[config.mk]
export PLATFORM = sky130hd
export DESIGN_NAME = alu_op_sequencer
export DESIGN_NICKNAME = d
export VERILOG_FILES = /design/src/rtl/alu_op_sequencer_pkg.sv /design/src/rtl/alu_op_sequencer.sv
export SDC_FILE = /design/constraint.sdc
export NUM_CORES = 1
export LEC_CHECK = 0
export BUFFER_PORTS_ARGS = -buffer_cell sky130_fd_sc_hd__buf_4
export CAP_MARGIN = 40
export CORE_ASPECT_RATIO = 1.5
export CORE_MARGIN = 5
export CORE_UTILIZATION = 45
export DETAILED_ROUTE_END_ITERATION = 6
export PLACE_DENSITY = 0.76
export SLEW_MARGIN = 25
export SYNTH_ARGS = -nofsm -noshare
export SYNTH_HDL_FRONTEND = slang
export SYNTH_SLANG_ARGS = --single-unit
[constraint.sdc]
create_clock -name clk -period 1.65 [get_ports clk]
set_input_delay 0.0825 -clock clk [delete_from_list [all_inputs] [get_ports clk]]
set_output_delay 0.0825 -clock clk [all_outputs]
set_load 0.02 [all_outputs]
[src/rtl/alu_op_sequencer_pkg.sv]
// Shared types for alu_op_sequencer: command codes, ALU op encodings, FSM states.
// ALU_OP_SEQUENCER_SLTU_EN makes command 7 (SLTU) legal; otherwise it is rejected.
package alu_op_sequencer_pkg;

  typedef enum logic [2:0] {
    CMD_AND   = 3'd0,
    CMD_OR    = 3'd1,
    CMD_ADD   = 3'd2,
    CMD_SUB   = 3'd3,
    CMD_SLT   = 3'd4,
    CMD_ADD64 = 3'd5,
    CMD_SUB64 = 3'd6,
    CMD_SLTU  = 3'd7
  } cmd_e;

  localparam logic [1:0] ALU_OP_AND = 2'b00;
  localparam logic [1:0] ALU_OP_OR  = 2'b01;
  localparam logic [1:0] ALU_OP_ADD = 2'b10;

`ifdef ALU_OP_SEQUENCER_SLTU_EN
  localparam bit SLTU_EN = 1'b1;
`else
  localparam bit SLTU_EN = 1'b0;
`endif

  typedef enum logic [1:0] {
    ST_IDLE,
    ST_EXEC_LO,
    ST_EXEC_HI,
    ST_DONE
  } state_e;

  function automatic logic is_wide(cmd_e c);
    return (c == CMD_ADD64) || (c == CMD_SUB64);
  endfunction

  // Every command that needs a - b on its first pass.
  function automatic logic is_subtract(cmd_e c);
    return (c == CMD_SUB) || (c == CMD_SLT) || (c == CMD_SUB64) || (c == CMD_SLTU);
  endfunction

  function automatic logic is_legal(cmd_e c);
    return (c != CMD_SLTU) || SLTU_EN;
  endfunction

  function automatic logic [1:0] lo_pass_op(cmd_e c);
    case (c)
      CMD_AND: return ALU_OP_AND;
      CMD_OR:  return ALU_OP_OR;
      default: return ALU_OP_ADD;
    endcase
  endfunction

endpackage

[src/rtl/alu_op_sequencer.sv]
// Command-side sequencer for a 32-bit combinational ALU: runs one or two ALU passes
// per request and returns the result on a valid/ready channel. Optional: ALU_OP_SEQUENCER_SLTU_EN.
module alu_op_sequencer
  import alu_op_sequencer_pkg::*;
#(
  parameter int CMD_W = 3
) (
  input  logic             clk,
  input  logic             reset,
  input  logic             req_valid,
  output logic             req_ready,
  input  logic [CMD_W-1:0] req_cmd,
  input  logic [31:0]      req_a_lo,
  input  logic [31:0]      req_b_lo,
  input  logic [31:0]      req_a_hi,
  input  logic [31:0]      req_b_hi,
  output logic             resp_valid,
  input  logic             resp_ready,
  output logic [31:0]      resp_lo,
  output logic [31:0]      resp_hi,
  output logic             resp_zero,
  output logic             resp_carry,
  output logic [31:0]      alu_in1,
  output logic [31:0]      alu_in2,
  output logic [1:0]       alu_op,
  output logic             alu_binvert,
  output logic             alu_cin,
  input  logic [31:0]      alu_out,
  input  logic             alu_zero,
  input  logic             alu_cout
);

  state_e      state_q, state_d;
  cmd_e        cmd_q;
  cmd_e        req_cmd_e;
  logic [31:0] a_hi_q, b_hi_q;

  logic        slt_ovf;
  logic        slt_bit;
  logic [31:0] lo_res;
  logic        lo_zero;
  logic        lo_carry;

  assign req_cmd_e = cmd_e'(req_cmd);

  // State register.
  always_ff @(posedge clk) begin
    if (reset) state_q <= ST_IDLE;
    else       state_q <= state_d;
  end

  // NOTE: every signal written here gets a default first, so no path leaves it
  // unassigned and no latch is inferred.
  always_comb begin
    state_d    = state_q;
    req_ready  = 1'b0;
    resp_valid = 1'b0;
    case (state_q)
      ST_IDLE: begin
        req_ready = !reset;
        if (req_valid) state_d = is_legal(req_cmd_e) ? ST_EXEC_LO : ST_DONE;
      end
      ST_EXEC_LO: state_d = is_wide(cmd_q) ? ST_EXEC_HI : ST_DONE;
      ST_EXEC_HI: state_d = ST_DONE;
      ST_DONE: begin
        resp_valid = 1'b1;
        if (resp_ready) state_d = ST_IDLE;
      end
      default: state_d = ST_IDLE;
    endcase
  end

  // First-pass result shaping. alu_in1/alu_in2 still hold a and b (uninverted),
  // so the signed-overflow term can be read straight from them.
  always_comb begin
    slt_ovf  = (alu_in1[31] != alu_in2[31]) && (alu_out[31] != alu_in1[31]);
    slt_bit  = alu_out[31] ^ slt_ovf;
    lo_res   = alu_out;
    lo_zero  = alu_zero;
    lo_carry = alu_cout;
    case (cmd_q)
      CMD_AND, CMD_OR: lo_carry = 1'b0;
      CMD_SLT: begin
        lo_res  = {31'b0, slt_bit};
        lo_zero = ~slt_bit;
      end
`ifdef ALU_OP_SEQUENCER_SLTU_EN
      CMD_SLTU: begin
        lo_res  = {31'b0, ~alu_cout};
        lo_zero = alu_cout;
      end
`endif
      default: ;
    endcase
  end

  // NOTE: sequential state uses non-blocking assignments only, so every register
  // samples pre-edge values regardless of statement order.
  // NOTE: every register here is reset; there is no memory array that would be
  // left out of the reset.
  always_ff @(posedge clk) begin
    if (reset) begin
      cmd_q       <= CMD_AND;
      a_hi_q      <= '0;
      b_hi_q      <= '0;
      alu_in1     <= '0;
      alu_in2     <= '0;
      alu_op      <= ALU_OP_AND;
      alu_binvert <= 1'b0;
      alu_cin     <= 1'b0;
      resp_lo     <= '0;
      resp_hi     <= '0;
      resp_zero   <= 1'b0;
      resp_carry  <= 1'b0;
    end else begin
      case (state_q)
        ST_IDLE: begin
          if (req_valid) begin
            cmd_q  <= req_cmd_e;
            a_hi_q <= req_a_hi;
            b_hi_q <= req_b_hi;
            if (is_legal(req_cmd_e)) begin
              alu_in1     <= req_a_lo;
              alu_in2     <= req_b_lo;
              alu_op      <= lo_pass_op(req_cmd_e);
              alu_binvert <= is_subtract(req_cmd_e);
              alu_cin     <= is_subtract(req_cmd_e);
            end else begin
              // Illegal command: answer immediately with an all-zero result.
              resp_lo    <= '0;
              resp_hi    <= '0;
              resp_zero  <= 1'b1;
              resp_carry <= 1'b0;
            end
          end
        end
        ST_EXEC_LO: begin
          resp_lo    <= lo_res;
          resp_hi    <= '0;
          resp_zero  <= lo_zero;
          resp_carry <= lo_carry;
          if (is_wide(cmd_q)) begin
            // High pass chains the low Cout through Cin; binvert must stay 0
            // because the ALU would force Cin to 1, so SUB64 inverts B here.
            alu_in1     <= a_hi_q;
            alu_in2     <= (cmd_q == CMD_SUB64) ? ~b_hi_q : b_hi_q;
            alu_op      <= ALU_OP_ADD;
            alu_binvert <= 1'b0;
            alu_cin     <= alu_cout;
          end
        end
        ST_EXEC_HI: begin
          resp_hi    <= alu_out;
          resp_zero  <= resp_zero && alu_zero;
          resp_carry <= alu_cout;
        end
        default: ;
      endcase
    end
  end

endmodule

-- Word-level counts from Yosys, hierarchy flattened
Index checks and enable logic that the tools add are counted.
- muxes and demuxes: 40
- equality and inequality tests: 20
- reduce and logical (&&, ||, !) cells: 18
- bitwise operators: 3
- operators with widths (cell ; count):
    32-bit 2-to-1 mux ; 10
    32-bit case mux with 2 select lines ; 3
    32-bit case mux with 3 select lines ; 1
    32-bit NOT ; 1
    3-bit == test (second input constant) ; 6
    1-bit 2-to-1 mux ; 13
    2-bit 2-to-1 mux ; 6
    2-bit != test (second input constant) ; 5
    2-bit case mux with 2 select lines ; 2
    2-bit case mux with 4 select lines ; 1
    3-bit by 1-bit == test with 1-bit output (second input constant) ; 2
    3-bit logical NOT ; 2
    1-bit case mux with 3 select lines ; 2
    3-bit AND reduction ; 2
    2-bit == test (second input constant) ; 2
    1-bit logical OR ; 4
    1-bit case mux with 2 select lines ; 2
    2-bit AND reduction ; 2
    4-bit AND reduction ; 1
    3-bit by 2-bit == test with 1-bit output (second input constant) ; 1
    3-bit != test (second input constant) ; 1
    3-bit nonzero test ; 1
    2-bit by 1-bit == test with 1-bit output (second input constant) ; 1
    1-bit logical AND ; 2
    other kinds (7) ; 8
- flip-flop bits (word level): 203
- logic and storage cells: 94

-- Longest topological paths before layout
- word-level depth: 7
- depth in mapped cells: 9
- depth with buffers taken out: 6

-- Least setup slack after synthesis
OpenSTA, ideal clock, no wires.
- kind: register to register
- from: register state_q[0]
- to: register resp_lo[0]
- path buffers: 3
- cell stages (with the launch flop): 10
- data arrival time: 1700 ps
- data required time: 1576 ps
- setup slack: -124 ps
- setup time: 74 ps
- cell sequence: dfxtp_1 inv_1 ha_1 buf_4 and2_1 buf_2 a221oi_4 buf_2 nand2_1 o21ai_0
- longest elaborated chain between the ends: 3
- elaborated cells between the ends (all ways): 7
- ends and longest elaborated chain (element ; line ; RTL):
    start: declaration ; alu_op_sequencer.sv:33 ; state_e state_q, state_d;
    start signal: assignment ; alu_op_sequencer.sv:49 ; else state_q <= state_d;
    2-bit by 1-bit == test with 1-bit output / 2-bit logical NOT (equally long branches) ; alu_op_sequencer.sv:116 ; case (state_q)
    2-bit nonzero test (no source line) / 2-bit != test (equally long branches) ; -- ;
    3-bit AND reduction (no source line) ; -- ;
    end signal: assignment ; alu_op_sequencer.sv:138 ; resp_lo <= lo_res;
    end: declaration ; alu_op_sequencer.sv:19 ; output logic [31:0] resp_lo,
Several ways; a longest one is shown, not always the timed one.
A chain may end at the register's enable or synchronous reset.

-- Final worst setup path
- from: register state_q[1]
- to: register alu_in1[7]
- longest elaborated chain between the ends: 3
- elaborated cells between the ends (all ways): 8
- ends and longest elaborated chain (element ; line ; RTL):
    2-bit by 1-bit == test with 1-bit output / 2-bit logical NOT (equally long branches) ; alu_op_sequencer.sv:116 ;
    2-bit != test (no source line) / 2-bit nonzero test (equally long branches) ; -- ;
    4-bit AND reduction (no source line) ; -- ;
    end signal: assignment ; alu_op_sequencer.sv:123 ; alu_in1 <= req_a_lo;
    end signal: assignment ; alu_op_sequencer.sv:145 ; alu_in1 <= a_hi_q;
    end: declaration ; alu_op_sequencer.sv:23 ; output logic [31:0] alu_in1,
Several ways; a longest one is shown, not always the timed one.

==> summary.md <==
| Metric | Value |
|---|---|
| Status | `complete, but fails checks` |
| Violated checks | `negative setup slack` |
| Area grow syn2layout | `59.69%` |
| Worst min path class | `in -> reg` |
| Top cell type by total area after synthesis | `dfxtp_1` |
| FP Rows | `62` |
| Vias per std cell | `5.327` |
| Crit end category | `flop` |
| Die width | `123.5 µm` |
| Max-cap violations | `0` |
| Syn Area/Cell | `9.229 µm²` |
| Synthesized Nets | `1,117` |
| Warnings from Yosys | `0` |
| Critical Path AT | `2.06 ns` |
| WL final | `31,340 µm` |
| CP startpoint kind | `flop` |
| Yosys reg bits | `203` |
| Post-synthesis cell area | `8693 µm²` |
| Final setup fails | `1` |
| Finished Layout Cells | `1,663` |
| Req. time, crit path | `2.04 ns` |
| Vias in the first global route | `9,186` |
| Crit-path slowest cell | `dfxtp_2` |
| Clock latency on the worst-skew pair | `0.49 ns` |
| Sw Ratio | `39.12%` |
| Final period util | `101.2%` |
| Drt drc | `0` |
| Final Hold Vio Count | `0` |
| Comb pwr share | `49.0%` |
| Sink Count | `203` |
| RSZ-0062 raised after global routing | `true` |
| Die Ht | `180.2 µm` |
| Critical path fanouts, max | `24` |
| # port buffers | `304` |
| Largest net degree at the start of global routing | `118` |
| Worst slew pin tran | `0.4675 ns` |
| Drt first pass iters | `5` |
| P_leak | `5.767 nW` |
| DP Worst Slack | `-0.02536 ns` |
| Clk buf depth | `3` |
| P_sw | `9.135 mW` |
| Slew margin rel. | `68.83%` |
| Die area | `22,260 µm²` |
| Sequential share of power | `30.7%` |
| TritonCTS clock tree | `yes` |
| Int Pwr | `14.22 mW` |
| Core ar. | `19,080 µm²` |
| Vias | `8,859` |
| Yosys cell types | `43` |
| Initial Util | `45.55%` |
| Initial antenna violation count | `2` |
| Placed cell area | `11,230 µm²` |
| Tot GR Track Use | `26.15%` |
| Top cells by area, synth | `dfxtp_1 47%, a21oi_1 7.9%, mux2i_1 7.7%, nand2_1 7.4%, a211o_1 3.3%` |
| Final instance area | `13,880 µm²` |
| Worst vdd ir | `1.104 mV` |
| Share of layout cells above drive strength 1 | `31.34%` |
| Final Max Tran Viols | `0` |
| First-pass GRT wire length | `47,180 µm` |
| Clock power frac | `20.3%` |
| Seq/Total Area, Yosys | `46.75%` |
| Setup ws final | `-0.01961 ns` |
| Grt ovf | `0` |
| IO Pins | `305` |
| Crit-path max cell delay | `0.36 ns` |
| Layout Nets | `1,570` |
| Setup Skew | `0.01310 ns` |
| Synthesized instance count | `942` |
| Htree depth | `1` |
| Avg WL per Cell | `18.84 µm` |
| Placer Congestion | `0.8135` |
| Cts bufs inserted | `20` |
| Root Driver | `clkbuf_16` |
| Post-synth top area share | `46.75%` |
| CTS clk-pin slew, worst paths | `0.07 ns` |
| Crit path cell chain | `inv_4 > ha_4 > buf_4 > a2bb2oi_4 > nor2_4 > buf_12 > buf_16 > a211oi_2` |
| Post-Place Cells | `1,454` |
| 1st-iter DRT viols | `593` |
| DP Wirelength | `17,880 µm` |
| Clock period minus final worst setup slack | `1.670 ns` |
| Crit Path Class | `reg -> reg` |
| Post-route ant nets | `0` |
| Maximum clock frequency | `598.9 MHz` |
| Pwr Density | `1682 nW/µm²` |
power by group through the flow:
stage / registers (mW) / clock network (mW) / logic (mW)
2_1_floorplan: 8.23 / 0 / 5.24
4_1_cts: 7.06 / 4.83 / 10.4
3_3_place_gp: 7.12 / 0 / 9.80
3_5_place_dp: 7.14 / 0 / 9.95
5_1_grt: 7.30 / 4.97 / 12.2
6_report: 7.17 / 4.74 / 11.4
synth_stat cells, drive strengths merged:
| library cell | number |
|---|---|
| and3b | 1 |
| nor3 | 1 |
| mux2i | 67 |
| nand4 | 2 |
| a211o | 33 |
| nand2b | 32 |
| a21oi | 138 |
| buf | 41 |
| and2 | 2 |
| a21o | 1 |
| clkbuf | 44 |
| inv | 7 |
| nand3 | 32 |
| o22ai | 1 |
| o2111a | 1 |
| nor2 | 39 |
| nor3b | 2 |
| xnor2 | 33 |
| o21ai | 10 |
| or3 | 1 |
| o2111ai | 2 |
| nand2 | 172 |
| a22oi | 1 |
| a2bb2oi | 1 |
| dfxtp | 203 |
| and3 | 1 |
| a221oi | 2 |
| o21a | 1 |
| ha | 6 |
| a22o | 31 |
| a211oi | 34 |
kinds of logic after synthesis:
group | synth area share [%]
AND/OR/NAND/NOR | 14.22
XOR/XNOR | 3.325
buffers and inverters | 6.203
flip-flops | 46.75
AO/OA/AOI/OAI | 20.93
adder cells (fa/ha/maj) | 0.8635
multiplexers | 7.714
layout by cell type (no fill, tap or decap), drive strengths merged, types with 3 or more instances in the layout:
cell type and n:
nand3 32, ha 6, bufinv 3, nand2 172
clkbuf 27, clkinv 3, a22o 31, o21ai 10
inv 7, dfxtp 203, nand2b 32, xnor2 33
a21oi 138, diode 3, buf 350, a211o 33
mux2i 67, a211oi 34, nor2 39, dlygate4sd3 162
registers in the layout, indices dropped and copies added, names as in the netlist:
signal	count
resp_hi	32
alu_binvert	1
alu_in2	32
b_hi_q	32
alu_cin	1
a_hi_q	32
resp_carry	1
resp_zero	1
alu_op	2
cmd_q	3
state_q	2
alu_in1	32
resp_lo	32
path summary, 6_finish.rpt:
| path | start | to | slack (ns) | cells past startpoint |
|---|---|---|---|---|
| worst max-delay path | state_q[1] | alu_in1[7] | -0.02 | 8 |
| worst min-delay path | req_b_lo[7] | alu_in2[7] | 0.03 | 4 |
| worst max register to register | state_q[1] | alu_in1[7] | -0.02 | 8 |
| worst min register to register | a_hi_q[16] | a_hi_q[16] | 0.46 | 2 |
stage by stage:
step	power, mW	hold slack (ns)	utilization (%)	TNS (ns)
2_1_floorplan	13.47	0.2151	-	0
3_3_place_gp	16.92	0.3088	58.87	0
3_5_place_dp	17.08	0.3157	58.87	-0.02679
4_1_cts	22.25	0.003328	71.03	-0.005556
5_1_grt	24.44	0.05409	72.73	-1.701
6_report	23.35	0.02829	72.74	-0.01961
final cells by class:
| class | count | area [µm²] |
|---|---|---|
| flip-flops and latches | 203 | 4069 |
| well taps | 256 | 320.3 |
| repair buffers | 516 | 4578 |
| clock buffers | 23 | 543.0 |
| multi-input cells | 647 | 4207 |
| inverters | 7 | 33.78 |
| diodes | 3 | 7.507 |
| clock inverters | 8 | 123.9 |
| fillers | 1280 | 5201 |
worst max-delay path: cells and delay by family (launching register included):
family / cells / cell delay, ns
DFF: 1 / 0.36
AOI/OAI and AO/OA: 2 / 0.41
buffers and inverters: 4 / 0.51
adders and majority gates: 1 / 0.19
and+or+nand+nor: 1 / 0.07
routing by layer:
metal / up-vias / global-route usage (%) / wire [µm]
met5: - / 0 / 0
met3: 128 / 4.711 / 2002
met1: 4174 / 28.54 / 11330
li1: 4151 / - / -
met4: 0 / 14.86 / 1892
met2: 406 / 46.41 / 16110
timing repair:
action / CTS / global route
setup endpoints to repair: 17 / 92
setup buffers: 2 / 3
resized for setup: 4 / 33
hold endpoints to repair: 195 / 0
pin swaps: 0 / 38
gates cloned: 0 / 8
hold buffers: 162 / 0
No activity file was read; power rests on OpenSTA's default activity.
